$ cat config.mk
export PLATFORM = sky130hd
export DESIGN_NAME = mul_arbiter
export DESIGN_NICKNAME = d
export VERILOG_FILES = /design/src/rtl/mul_arbiter.sv
export SDC_FILE = /design/constraint.sdc
export NUM_CORES = 1
export LEC_CHECK = 0
export CAP_MARGIN = 20
export CORE_MARGIN = 3
export CORE_UTILIZATION = 25
export CTS_BUF_LIST = sky130_fd_sc_hd__clkbuf_8
export CTS_CLUSTER_DIAMETER = 200
export DETAILED_ROUTE_END_ITERATION = 8
export GPL_ROUTABILITY_DRIVEN = 0
export PLACE_DENSITY = 0.47
export SETUP_SLACK_MARGIN = 0.1
export SYNTH_ARGS = -nofsm -noshare
export SYNTH_HDL_FRONTEND = slang
export SYNTH_SLANG_ARGS = --single-unit
$ cat constraint.sdc
create_clock -name clk -period 14.72 [get_ports clk]
set_input_delay 2.208 -clock clk [delete_from_list [all_inputs] [get_ports clk]]
set_output_delay 2.208 -clock clk [all_outputs]
set_load 0.02 [all_outputs]
$ cat src/rtl/mul_arbiter.sv
// Two-requester front end for one shared iterative signed WIDTH x WIDTH multiplier.
// Round-robin grant in IDLE, WIDTH shift-add cycles in CALC, one DONE cycle, then a response pulse.
module mul_arbiter #(
    parameter int WIDTH = 16
) (
    input  logic                        clk,
    input  logic                        rst,
    input  logic                        req0_valid_i,
    output logic                        req0_ready_o,
    input  logic signed [WIDTH-1:0]     A0_i,
    input  logic signed [WIDTH-1:0]     B0_i,
    input  logic                        req1_valid_i,
    output logic                        req1_ready_o,
    input  logic signed [WIDTH-1:0]     A1_i,
    input  logic signed [WIDTH-1:0]     B1_i,
    output logic signed [2*WIDTH-1:0]   C_o,
    output logic                        rsp_valid_o,
    output logic                        rsp_id_o,
    output logic                        busy_o
);

    localparam int CNT_W = (WIDTH > 1) ? $clog2(WIDTH) : 1;
    localparam logic [CNT_W-1:0] LAST_BIT = CNT_W'(WIDTH - 1);

    typedef enum logic [1:0] {
        IDLE = 2'd0,
        CALC = 2'd1,
        DONE = 2'd2
    } state_t;

    state_t                      state;
    logic                        last_grant;
    logic [CNT_W-1:0]            cnt;
    logic signed [WIDTH-1:0]     op_a_p0;
    logic signed [WIDTH-1:0]     op_b_p0;
    logic                        id_p0;
    logic signed [2*WIDTH-1:0]   acc_p0;
    logic                        grant_id;
    logic                        accept;

    // One radix-2 step: add a*2^idx when multiplier bit idx is set; the top bit
    // carries negative weight, so its partial product is subtracted instead.
    function automatic logic signed [2*WIDTH-1:0] acc_step(
        input logic signed [2*WIDTH-1:0] acc,
        input logic signed [WIDTH-1:0]   a,
        input logic signed [WIDTH-1:0]   b,
        input logic [CNT_W-1:0]          idx
    );
        logic signed [2*WIDTH-1:0] term;
        term = {{WIDTH{a[WIDTH-1]}}, a};
        term = term <<< idx;
        if (!b[idx])
            return acc;
        else if (idx == LAST_BIT)
            return acc - term;
        else
            return acc + term;
    endfunction

    always_comb begin
        grant_id = 1'b0;
        if (req0_valid_i && req1_valid_i)
            grant_id = ~last_grant;
        else if (req1_valid_i)
            grant_id = 1'b1;
    end

    assign req0_ready_o = (state == IDLE) && req0_valid_i && !grant_id;
    assign req1_ready_o = (state == IDLE) && req1_valid_i && grant_id;
    assign accept       = req0_ready_o || req1_ready_o;
    assign busy_o       = (state == CALC) || (state == DONE);

    always_ff @(posedge clk) begin
        if (!rst) begin
            state       <= IDLE;
            C_o         <= '0;
            rsp_valid_o <= 1'b0;
            rsp_id_o    <= 1'b0;
            cnt         <= '0;
            last_grant  <= 1'b1;
        end else begin
            rsp_valid_o <= 1'b0;
            case (state)
                // Stage p0: operand capture on the accept edge
                IDLE: begin
                    if (accept) begin
                        op_a_p0    <= grant_id ? A1_i : A0_i;
                        op_b_p0    <= grant_id ? B1_i : B0_i;
                        id_p0      <= grant_id;
                        last_grant <= grant_id;
                        acc_p0     <= '0;
                        cnt        <= '0;
                        state      <= CALC;
                    end
                end
                CALC: begin
                    acc_p0 <= acc_step(acc_p0, op_a_p0, op_b_p0, cnt);
                    cnt    <= cnt + CNT_W'(1);
                    if (cnt == LAST_BIT)
                        state <= DONE;
                end
                // Stage p1: publish the finished product as a one-cycle pulse
                DONE: begin
                    C_o         <= acc_p0;
                    rsp_id_o    <= id_p0;
                    rsp_valid_o <= 1'b1;
                    state       <= IDLE;
                end
                default: state <= IDLE;
            endcase
        end
    end

endmodule

==> results.tsv <==
stage	metric	value	unit
detailed_routing	vias_per_cell	4.76	
setup_path	path_cells	clkdlybuf4s50_1 > a21boi_4 > buf_16 > nor2_1 > clkdlybuf4s50_1	
finish	syn_to_final_growth	21.3	%
synth	syn_avg_cell_area	9.85	µm²
sta	tightest_slew	1.01	ns
setup_path	cpMostUsedCell	clkdlybuf4s50_1	
setup_path	ff2ff_path_depth	17	
cts	cts_tree	built	
detailed_routing	drtPass1Iterations	4	
run_status	status	finished, final reports clean	
power	combPwrFrac	36.0	%
floorplan	die_w	183	µm
sta	fmaxAchievable	0.162	GHz
setup_path	path_buf_inv	3	
cts	clock_sinks	106	
sta	period_share	42.0	%
grt	antenna_found_initial	0	
detailed_routing	drt_iter0_markers	313	
sta	skew	0.0224	ns
synth	synth_top_area_share	24.9	%
finish	antenna_cells	0	
setup_path	r2r-start	cnt[1]	
grt	grt_max_degree	49	
synth	synthFlopType	edfxtp_1	
synth	synth_compound_area_share	15.9	%
placed_design	dpl.hpwl	14800	µm
grt	grt_usage	12.0	%
setup_path	critPathTopFamily	buffers and inverters	
synth	synthXorXnorAreaFrac	5.81	%
finish	fillCellCount	3221	
power	power.density	91.1	nW/µm²
synth	ys_top_cells_by_area	edfxtp_1 25%, dfxtp_1 10%, mux2i_1 6.8%	
power	switching_share	35.5	%
synth	yosys-top-cells-count	65 x edfxtp_1, 65 x nor2_1, 59 x nand2_1	
synth	ys_types	76	
setup_path	crit_arrival	3.98	ns
detailed_routing	wl	19900	µm
run	maxCapViolCount	0	
detailed_routing	drtAntennaViolNets	0	
power	seqPwrFrac	42.1	%
hold_path	hp-class	register to register	
setup_path	cp-start-kind	primary input	
detailed_routing	route.detailed.drc	0	
hold_path	hold_depth	2	
cts	clockBufferDepth	2	
cts	cts_resized	0	
cts	root_buffer	clkbuf_8	
grt	grt_pass1_wl	32500	µm
floorplan	dieArea	33500	µm²
power	p_sw	0.307	mW
cts	insertion_delay	0.41	ns
hold_path	hold_path_end	C_o[17]	
detailed_routing	dr_total_vias	6089	
power	clkPwrFrac	21.9	%
detailed_routing	wl_met3	803	µm
synth	yosysSeqAreaShare	35.4	%
synth	synth_adder_area_share	6.00	%
detailed_routing	routed-wl-met2	8650	µm
cts	htreeDepth	3	
floorplan	die_y	183	µm
cts	cts_hold_buf	0	
placed_design	dpl_worst_slack	8.06	ns
synth	ys_async_sr_fraction	0	%
cts	path_clk_slew	0.11	ns
setup_path	reg2reg_slack	8.57	ns
setup_path	slowest_stage	clkdlybuf4s50_1	
sta	relSlewSlack	32.9	%
synth	synth-seq-cells	106	
synth	yosysWarnings	0	
power	leakagePower	3.31	nW
floorplan	start_util	25.5	%
setup_path	critPathRequiredTime	12.51	ns
synth	synth_enable_flop_cells	65	
grt	grt_pass1_vias	5985	
setup_path	endpoint_kind	primary output	
hold_path	worstHoldStart	C_o[17]	
finish	drive_above_1_share	11.8	%
sta	rsz0062_at_grt	no	
sta	finalSetupTns	0	ns
floorplan	boundaryPins	105	
sta	final-hold-violation-count	0	
sta	finalSetupViolCount	0	
floorplan	rows	64	
sta	post-route-min-period	6.19	ns
detailed_routing	wl_per_cell	15.6	µm
setup_path	crit_fanout	25	
sta	final_max_slew_viol_count	0	
detailed_routing	wl_met1	10300	µm
synth	synth_top_family_by_area	multiplexers	
placed_design	numPortBuffers	104	
synth	synth_nets	901	
synth	yosys.area.top_type	edfxtp_1	
synth	synth-simple-area-share	15.2	%
sta	fin_ws	8.53	ns
finish	fin_nets	983	
power	p_int	0.559	mW
power	ir_worst_vdd	0.0338	mV
detailed_routing	top_layer	met4	
cts	cts_setup_buffers	0	
synth	netlist_area	7840	µm²
setup_path	cpPeakStageDelay	0.53	ns
grt	grt_overflow_total	0	
floorplan	core_area	30700	µm²
cts	numCtsBuffers	9	
setup_path	path_class	primary input to primary output	
synth	synthCells	796	
setup_path	r2r_end	acc_p0[30]	
synth	synthMuxAreaShare	18.3	%
worst reg2reg max path: stages, from the launching register on:
cell       delay, ns
dfxtp_2         1.01
mux2_1          0.40
mux4_2          0.53
a2bb2oi_4       0.22
nand4bb_4       0.16
nor4_1          0.81
a21oi_1         0.17
xnor2_1         0.19
ha_1            0.38
a21o_1          0.20
a21o_1          0.17
a21oi_1         0.28
a21oi_1         0.11
a31oi_1         0.45
o21ai_0         0.24
a221oi_1        0.34
xor2_1          0.18
nor2_1          0.05
state kept, by name (all words and copies together), names as in the netlist:
signal and flops:
C_o 32, acc_p0 32, cnt 4, id_p0 1, last_grant 1, op_a_p0 16, op_b_p0 16, rsp_id_o 1
rsp_valid_o 1, state 2
how the worst max path moves through the flow:
stage | endpoint | cells past startpoint | slack, ns | from
after floorplan | req1_ready_o | 3 | 9.25 | req1_valid_i
after global placement | req1_ready_o | 4 | 8.06 | req1_valid_i
after detailed placement | req1_ready_o | 4 | 8.06 | req1_valid_i
after CTS | req1_ready_o | 4 | 8.05 | req1_valid_i
after global routing | acc_p0[30] | 17 | 8.15 | cnt[1]
final | req0_ready_o | 5 | 8.53 | req1_valid_i
power groups by stage:
stage	sequential, mW	clock, mW	combinational, mW
after floorplan	0.363	0	0.236
after global placement	0.372	0	0.311
after detailed placement	0.372	0	0.311
after CTS	0.365	0.201	0.313
after global routing	0.368	0.214	0.351
final	0.364	0.190	0.312
metal layers:
layer / vias up / global-route usage, %
li1: 3109 / -
met1: 2824 / 17.5
met2: 139 / 18.5
met3: 17 / 2.14
met4: 0 / 2.77
met5: - / 0
layout by cell type, fill, tap and decap left out, drive strengths merged, types with 4 or more instances in the layout:
cell,n
a211oi,9
o31ai,6
a21oi,55
nor3,9
o21a,7
mux4,16
edfxtp,65
a21o,18
and2,10
nor2b,42
o21bai,4
nor2,65
mux2i,53
inv,24
clkinv,4
clkbuf,9
ha,36
nand2b,7
nand3,8
a22oi,4
o22ai,10
and3,4
a31oi,7
clkdlybuf4s50,104
xnor2,30
nor4,4
o211ai,8
mux2,47
a2bb2oi,4
o21ai,29
or3,5
xor2,22
nand2,59
dfxtp,41
nand4,5
buf,9
stage by stage:
step	hold WS, ns	utilization [%]	area (µm²)	cells	power (mW)
2_1_floorplan	0.462	-	7840	796	0.599
3_3_place_gp	0.497	30.2	9280	1262	0.682
5_1_grt	0.556	30.9	9510	1279	0.932
4_1_cts	0.532	30.8	9480	1278	0.879
6_report	0.525	30.9	9510	1279	0.866
3_5_place_dp	0.509	30.2	9280	1262	0.683
cell type report:
cell class              count  area (µm²)  area share (%)
multi-input cells         627        4830            50.8
well taps                 396         495            5.21
clock buffers               9         124            1.30
repair buffers            113        1130            11.9
clock inverters             7        81.3           0.855
flip-flops and latches    106        2770            29.2
inverters                  21        78.8           0.829
cell families after synthesis:
kind of cell	Yosys count
compound gates	188
xor+xnor	52
fa+ha+maj	37
buf+inv	63
flops	106
mux	116
simple gates	234
Note: power is estimated with default switching activity, not from simulation.
